**config.mk**
```make
export PLATFORM = sky130hd
export DESIGN_NAME = seq_multiplier
export DESIGN_NICKNAME = d
export VERILOG_FILES = /design/src/rtl/seq_multiplier_pkg.sv /design/src/rtl/seq_multiplier_adder.sv /design/src/rtl/seq_multiplier.sv
export SDC_FILE = /design/constraint.sdc
export NUM_CORES = 1
export LEC_CHECK = 0
export CAP_MARGIN = 10
export CORE_MARGIN = 5
export CORE_UTILIZATION = 35
export DETAILED_ROUTE_END_ITERATION = 7
export DONT_BUFFER_PORTS = 1
export GPL_TIMING_DRIVEN = 0
export SETUP_SLACK_MARGIN = 0.02
export SLEW_MARGIN = 20
export SYNTH_ARGS = -nofsm -noshare
export SYNTH_HDL_FRONTEND = slang
export SYNTH_SLANG_ARGS = --single-unit
export TNS_END_PERCENT = 5
```
**constraint.sdc**
```tcl
create_clock -name Clk -period 13.1 [get_ports Clk]
set_input_delay 3.93 -clock Clk [delete_from_list [all_inputs] [get_ports Clk]]
set_output_delay 3.93 -clock Clk [all_outputs]
set_load 0.01 [all_outputs]
```
**src/rtl/seq_multiplier_pkg.sv**
```systemverilog
// rtl/seq_multiplier_pkg.sv - shared state encoding and iteration count for seq_multiplier
package seq_multiplier_pkg;

    typedef enum logic [1:0] {
        IDLE = 2'd0,
        RUN  = 2'd1,
        DONE = 2'd2
    } mulStateT;

    localparam int ITERATIONS = 32;
    localparam logic [5:0] LAST_ITER = 6'(ITERATIONS - 1);

endpackage

```
**src/rtl/seq_multiplier_adder.sv**
```systemverilog
// rtl/seq_multiplier_adder.sv - 32-bit ripple-carry adder used by the shift-add datapath
module seq_multiplier_adder (
    input  logic [31:0] DataA,
    input  logic [31:0] DataB,
    output logic [31:0] RAdd,
    output logic        CarryOut
);

    logic [32:0] carry;

    assign carry[0] = 1'b0;

    for (genvar i = 0; i < 32; i++) begin : gRipple
        assign RAdd[i]      = DataA[i] ^ DataB[i] ^ carry[i];
        assign carry[i + 1] = (DataA[i] & DataB[i]) | (carry[i] & (DataA[i] ^ DataB[i]));
    end

    assign CarryOut = carry[32];

endmodule

```
**src/rtl/seq_multiplier.sv**
```systemverilog
// rtl/seq_multiplier.sv - 32x32 shift-add sequential multiplier, fixed 33-cycle latency
// Define MUL_SIGNED_EN to add the Signed input and signed (sign-magnitude) multiplication.
module seq_multiplier
    import seq_multiplier_pkg::*;
#(
    parameter int WIDTH = 32
) (
    input  logic                 Clk,
    input  logic                 Reset,
    input  logic                 Start,
    input  logic [WIDTH-1:0]     DataA,
    input  logic [WIDTH-1:0]     DataB,
`ifdef MUL_SIGNED_EN
    input  logic                 Signed,
`endif
    output logic                 Ready,
    output logic                 Busy,
    output logic                 Done,
    output logic [2*WIDTH-1:0]   Product
);

    mulStateT    state;
    mulStateT    nextState;
    logic [5:0]  counter;
    logic [63:0] acc;
    logic [31:0] aReg;
    logic        doneReg;
    logic [63:0] productReg;
    logic [31:0] opA;
    logic [31:0] opB;
    logic [31:0] addend;
    logic [31:0] sum;
    logic        sumCarry;
    logic [63:0] result;

`ifdef MUL_SIGNED_EN
    logic negReg;

    // Magnitudes taken at acceptance; -2^31 maps to 32'h80000000, which is 2^31 unsigned.
    assign opA    = (Signed && DataA[31]) ? -DataA : DataA;
    assign opB    = (Signed && DataB[31]) ? -DataB : DataB;
    assign result = negReg ? -acc : acc;
`else
    assign opA    = DataA;
    assign opB    = DataB;
    assign result = acc;
`endif

    assign addend = acc[0] ? aReg : 32'd0;

    seq_multiplier_adder uAdder (
        .DataA    (acc[63:32]),
        .DataB    (addend),
        .RAdd     (sum),
        .CarryOut (sumCarry)
    );

    always_comb begin
        nextState = state;
        Ready     = 1'b0;
        Busy      = 1'b0;
        case (state)
            IDLE: begin
                Ready = 1'b1;
                if (Start) nextState = RUN;
            end
            RUN: begin
                Busy = 1'b1;
                if (counter == LAST_ITER) nextState = DONE;
            end
            DONE: begin
                Busy = 1'b1;
                // First DONE cycle publishes Product; the second, with Done high, exits.
                if (doneReg) nextState = IDLE;
            end
            default: nextState = IDLE;
        endcase
    end

    always_ff @(posedge Clk) begin
        if (Reset) begin
            state      <= IDLE;
            counter    <= 6'd0;
            acc        <= 64'd0;
            aReg       <= 32'd0;
            doneReg    <= 1'b0;
            productReg <= 64'd0;
`ifdef MUL_SIGNED_EN
            negReg     <= 1'b0;
`endif
        end else begin
            state <= nextState;
            case (state)
                IDLE: begin
                    if (Start) begin
                        acc     <= {32'd0, opB};
                        aReg    <= opA;
                        counter <= 6'd0;
`ifdef MUL_SIGNED_EN
                        negReg  <= Signed & (DataA[31] ^ DataB[31]);
`endif
                    end
                end
                RUN: begin
                    acc     <= {sumCarry, sum, acc[31:1]};
                    counter <= counter + 6'd1;
                end
                DONE: begin
                    if (!doneReg) begin
                        productReg <= result;
                        doneReg    <= 1'b1;
                    end else begin
                        doneReg    <= 1'b0;
                    end
                end
                default: ;
            endcase
        end
    end

    assign Done    = doneReg;
    assign Product = productReg;

endmodule

```
* Word level (Yosys, flattened, before mapping)
Index checks and enable logic that the tools add are counted.
Cells by class: $add $sub $neg 1, equality and inequality tests 6, mux-type cells 12, bitwise gates (word level) 158, reductions and logical operators 7
Operator list (number):
- $pmux 64 s2 | 1
- $mux 64 | 1
- $and 1x1->1 | 63
- $xor 1x1->1 | 63
- $mux 32 | 1
- $or 1x1->1 | 31
- $pmux 6 s2 | 1
- $add 6x1->6 const B | 1
- $eq 6x5->1 const B | 1
- $mux 2 | 3
- $mux 6 | 1
- $ne 2x2->1 const B | 3
- $pmux 2 s3 | 1
- $reduce_and 2->1 | 3
- $mux 1 | 3
- $reduce_and 3->1 | 1
- $eq 2x1->1 const B | 1
- $eq 2x2->1 const B | 1
- $logic_not 2->1 | 1
- $reduce_bool 2->1 | 1
- $reduce_or 2->1 | 1
- $not 1->1 | 1
Word-level totals: register bits after elaboration 169, input port bits 67, output and inout port bits 67

* Logic depth before layout (Yosys ltp)
Gate-level depths: netlist of run 1.
depth in word-level cells 65, depth in mapped cells 40, mapped depth without buffers 39

* Modules after synthesis
From an unflattened synthesis of run 1, not the netlist that was laid out.
Unflattened totals: cell total of the unflattened synthesis 804, area, all modules 7133.1 µm²
Modules (own cells, without submodules):
- seq_multiplier | instances 1, cells each 762, area an instance 6462.4 µm², seq. area each 3383.2 µm²
- seq_multiplier_adder | instances 1, cells each 42, area an instance 670.6 µm², seq. area each 0.0 µm²

* Worst setup path before layout of run 1
No wires, ideal clock.
path type register -> register, start reg acc[0], end reg acc[62], setup time 128 ps, data arrival time 13116 ps, required time 12972 ps, path slack -144 ps, cell stages (with the launch flop) 40, cell sequence dfxtp_1 > clkbuf_1 > clkbuf_1 > nand2_1 > fa_1 > fa_1 > fa_1 > fa_1 > fa_1 > fa_1 > fa_1 > fa_1 > fa_1 > fa_1 > fa_1 > fa_1 > fa_1 > fa_1 > [... 4 more ...] > fa_1 > fa_1 > fa_1 > fa_1 > fa_1 > fa_1 > fa_1 > fa_1 > fa_1 > fa_1 > fa_1 > inv_1 > fa_1 > inv_1 > fa_1 > inv_1 > a32oi_1 > nor2_1
Between the ends: longest elaborated chain between the ends 64, elaborated cells between the ends (all ways) 125
Ends and longest elaborated chain:
- start, declared | RTL line seq_multiplier.sv:25 | logic [63:0] acc;
- start signal, assigned | RTL line seq_multiplier.sv:96 | acc <= {32'd0, opB};
- start signal, assigned | RTL line seq_multiplier.sv:105 | acc <= {sumCarry, sum, acc[31:1]};
- $mux 32 (*) | RTL line seq_multiplier.sv:49 | assign addend = acc[0] ? aReg : 32'd0;
- $and 1x1->1 or $xor 1x1->1 (tied branches) | RTL line seq_multiplier_adder.sv:15 | assign carry[i + 1] = (DataA[i] & DataB[i]) | (carry[i] & (DataA[i] ^ DataB[i]));
- $and 1x1->1 | RTL line seq_multiplier_adder.sv:15
- $or 1x1->1 | RTL line seq_multiplier_adder.sv:15
- $and 1x1->1 | RTL line seq_multiplier_adder.sv:15
- $or 1x1->1 | RTL line seq_multiplier_adder.sv:15
- $and 1x1->1 | RTL line seq_multiplier_adder.sv:15
- $or 1x1->1 | RTL line seq_multiplier_adder.sv:15
- [... 48 more ...]
- $and 1x1->1 | RTL line seq_multiplier_adder.sv:15
- $or 1x1->1 | RTL line seq_multiplier_adder.sv:15
- $and 1x1->1 | RTL line seq_multiplier_adder.sv:15
- $or 1x1->1 | RTL line seq_multiplier_adder.sv:15
- $and 1x1->1 | RTL line seq_multiplier_adder.sv:15
- $or 1x1->1 | RTL line seq_multiplier_adder.sv:15
- $xor 1x1->1 (*) | RTL line seq_multiplier_adder.sv:14 | assign RAdd[i] = DataA[i] ^ DataB[i] ^ carry[i];
- $pmux 64 s2 (*) | RTL line seq_multiplier.sv:93 | case (state)
Mark *: on every way between the ends. The rest lies on a longest branch, timed or not. A chain may end at the register's enable or synchronous reset.

* Worst setup path in the final report of run 1
Same ends and word-level chain as after synthesis.

==> results of run 1 <==
==> logic make-up (layout without fill, tap and decap cells) <==
group	count (synthesis)	in the layout	synth area share [%]
AOI/OAI and AO/OA	176	176	15.18
muxes	35	35	4.906
DFF	169	169	46.71
and+or+nand+nor	310	310	17.76
adders and majority gates	36	36	9.432
buffers and inverters	103	135	6.011
==> metrics by stage <==
step                      instance area [um^2]  power (mW)  worst slack [ps]  hold WS [ps]
after floorplan                           7248      0.7844             40.18         431.7
after global placement                    7586      0.8464            -605.4         439.5
after detailed placement                  7586      0.8492            -663.2         442.8
after CTS                                 8243       1.373             22.48         456.6
after global routing                      8268       1.432             26.71         471.8
final                                     8268       1.363             423.5         447.6
==> critical path, delay by kind of cell, from the launching register on <==
kind / cells / cell delay (ps)
fa+ha+maj: 32 / 11450
buf+inv: 5 / 390
flops: 1 / 320
simple gates: 2 / 200
compound gates: 1 / 180
==> Yosys cell counts (all sizes together) <==
library cell  count  area share, %
a2111oi           1           0.12
a211oi           32            3.3
a21boi            1           0.10
a21o              1           0.10
a21oi           102            7.0
a31oi             1          0.086
a32oi             4           0.48
and2              3           0.26
buf              35            2.4
clkbuf           29            1.6
dfxtp           169             47
fa               31            8.6
ha                5           0.86
inv              39            2.0
mux2              1           0.21
mux2i            34            4.7
nand2           226             12
nand2b            3           0.26
nand3             2           0.14
nand3b            1           0.10
nor2             36            1.9
nor2b            31            2.7
nor4              1          0.086
o21a              1           0.10
o21ai             3           0.21
o31ai             1           0.10
o32ai            29            3.5
or2b              2           0.21
or3               4           0.35
or4               1           0.10
==> layout make-up <==
class / instances / area (um^2)
Fill cell: 2130 / 12030
Clock buffer: 19 / 442.9
Tap cell: 270 / 337.8
Multi-Input combinational cell: 557 / 3480
Inverter: 39 / 146.4
Sequential cell: 169 / 3383
Clock inverter: 13 / 168.9
Buffer: 64 / 309.0
==> path summary, 6_finish.rpt <==
| kind | start | to | slack [ps] | depth (start not counted) |
|---|---|---|---|---|
| min reg2reg | acc[54] | Product[54] | 450 | 2 |
| max | acc[0] | acc[62] | 420 | 40 |
| min | acc[54] | Product[54] | 450 | 2 |
| max reg2reg | acc[0] | acc[62] | 420 | 40 |
==> sequential cells by signal, summed over array words and instances, names as in the netlist <==
name,cells
counter,6
Product,64
Done,1
acc,64
state,2
aReg,32
==> where the power goes <==
part           leakage (nW)  internal (mW)  total [mW]  switching (mW)
Clock                 0.298          0.308       0.524           0.217
Combinational         0.991         0.0929       0.247           0.154
Sequential             1.37          0.561       0.592          0.0317
==> metal layers <==
| layer | global-route usage, % | share of wire [%] | up-vias |
|---|---|---|---|
| li1 | - | - | 2789 |
| met1 | 20.96 | 45 | 2593 |
| met2 | 25.63 | 47 | 130 |
| met3 | 5.509 | 7.0 | 11 |
| met4 | 4.331 | 0.95 | 0 |
| met5 | 0 | 0 | - |
==> tab_implementation.tex, run 1 <==
\begin{tabular}{lr}
\hline
Metric & Value \\
\hline
\multicolumn{2}{l}{\textbf{Clock network}} \\
Post-CTS Hold Buffers & 0 \\
Clock tree root buffer cell & sky130\_fd\_sc\_hd\_\_clkbuf\_16 \\
Cts bufs inserted & 17 \\
Post-CTS Resized & 15 \\
H-tree depth & 4 \\
Clock transition at the register clock pins on the worst setup and hold paths after CTS & approximately 70 ps \\
Setup Buffers After CTS & 0 \\
Max Root-Sink Buffers & 2 \\
Clk Latency, worst-skew pair & 430 ps \\
Clock tree from TritonCTS & yes \\
Clock sink total & about 170 \\
\multicolumn{2}{l}{\textbf{Cells and area}} \\
Area grow syn2layout & 14.15\% \\
Most frequent cells in the layout & 225 x sky130\_fd\_sc\_hd\_\_nand2\_1, 169 x sky130\_fd\_sc\_hd\_\_dfxtp\_1, 102 x sky130\_fd\_sc\_hd\_\_a21oi\_1, 39 x sky130\_fd\_sc\_hd\_\_inv\_1, 36 x sky130\_fd\_sc\_hd\_\_nor2\_1 \\
Final antenna diode count & 0 \\
Final cell utilization of the core & between 40\% and 50\% \\
Final standard cell count with taps included and fillers excluded & 1131 \\
Nets@finish & 951 \\
Fraction of layout cells with a size suffix above 1 & 9.408\% \\
Commonest non-fill, non-tap cell in the layout & sky130\_fd\_sc\_hd\_\_nand2\_1 \\
\multicolumn{2}{l}{\textbf{GRT}} \\
Global-route total usage across every layer & 16.09\% \\
Global-route congestion overflow total & 0 \\
Number of global-route vias before repair & 5492 \\
Largest net degree at the start of global routing & 17 \\
Global-route wire length before repair & $\sim$30 mm \\
Number of antenna violations at the first check in global routing & 0 \\
\multicolumn{2}{l}{\textbf{Setup path}} \\
Worst-path fanout max & 7 \\
Slowest cell on crit path & sky130\_fd\_sc\_hd\_\_fa\_1 \\
CP max stage delay & roughly 500 ps \\
Arrival time at the worst endpoint & 12980 ps \\
Critical path data required time & 13400 ps \\
Worst Setup Start Kind & flop \\
Most common cell on crit path & sky130\_fd\_sc\_hd\_\_fa\_2 \\
Endpoint type of the worst setup path & flop \\
Category of the most critical setup path & flop to flop \\
\multicolumn{2}{l}{\textbf{Routing}} \\
Total DRC errors in the routed layout & 0 \\
DRC violation total after the first TritonRoute iteration & about 270 \\
Average via count per standard cell & 4.883 \\
Initial DRT Pass Iterations & 4 \\
Routed wire length & 18.73 mm \\
Avg WL per Cell & 16.56 um \\
Remaining number of nets flagged by the antenna check after routing & 0 \\
Count of vias placed by the detailed router & about 5.5k \\
\multicolumn{2}{l}{\textbf{Flow run}} \\
Max-cap check violation count & 0 \\
\multicolumn{2}{l}{\textbf{Floorplan}} \\
Placeable Area & 20300 um\^{}2 \\
Vertical die dimension & 153.9 um \\
Count of standard-cell rows & 52 \\
Initial standard-cell utilization of the core & 35.68\% \\
Die X-Extent & 153.9 um \\
\# IOs & 134 \\
Floorplan die area & 23670 um\^{}2 \\
\multicolumn{2}{l}{\textbf{Logic synthesis}} \\
Syn nets & 932 \\
Number of cells produced by synthesis & 829 \\
Synth cell types & 33 \\
Synthesized area divided by synthesized cell count & 8.737 um\^{}2 \\
Yosys warning total & 0 \\
Number of flip-flops and latches in the synthesized netlist & roughly 170 \\
Sequential element share of the synthesized area & between 40\% and 50\% \\
Cell area after synthesis & 7243 um\^{}2 \\
\multicolumn{2}{l}{\textbf{Timing}} \\
Number of slew-limit violations in the final report & 0 \\
Fmax achieved & 78.89 MHz \\
RSZ-0062 raised after global routing & false \\
Final Hold Violating Endpoints & 0 \\
Setup clock skew after layout & 8.589 ps \\
Worst slew margin relative to its limit & 61.10\% \\
Number of endpoints failing setup at the final stage & 0 \\
Share of the cycle needed by the critical path after routing & 96.77\% \\
Total Neg Setup Slack & 0 ps \\
Slew at the pin closest to its max-slew limit & between 500 and 600 ps \\
Final period demand of the worst path & $\sim$13000 ps \\
\multicolumn{2}{l}{\textbf{Status}} \\
Outcome & finished, final reports clean \\
\multicolumn{2}{l}{\textbf{Placed design}} \\
Count of port buffers added during placement & 0 \\
Total half-perimeter wirelength after legalization and detailed placement & 14.21 mm \\
Global placer's final weighted congestion & slightly above 0.8 \\
Instance count after placement with tap cells included & 1099 \\
\multicolumn{2}{l}{\textbf{Power and ir drop}} \\
Peak supply drop & 0.06479 mV \\
Static power due to leakage & around 2.7 nW \\
PwrDens & 164.9 nW/um\^{}2 \\
\multicolumn{2}{l}{\textbf{Hold path}} \\
Class of the tightest hold or removal check & flop to flop \\
\hline
\end{tabular}
No activity file was read; power rests on OpenSTA's default activity.
==> run 2: changes to the inputs <==
- CAP_MARGIN: 10 -> 30
- SLEW_MARGIN: 20 -> default
==> results of run 2 <==
Same layout as run 1: the final DEF is identical, and so are final timing and power.
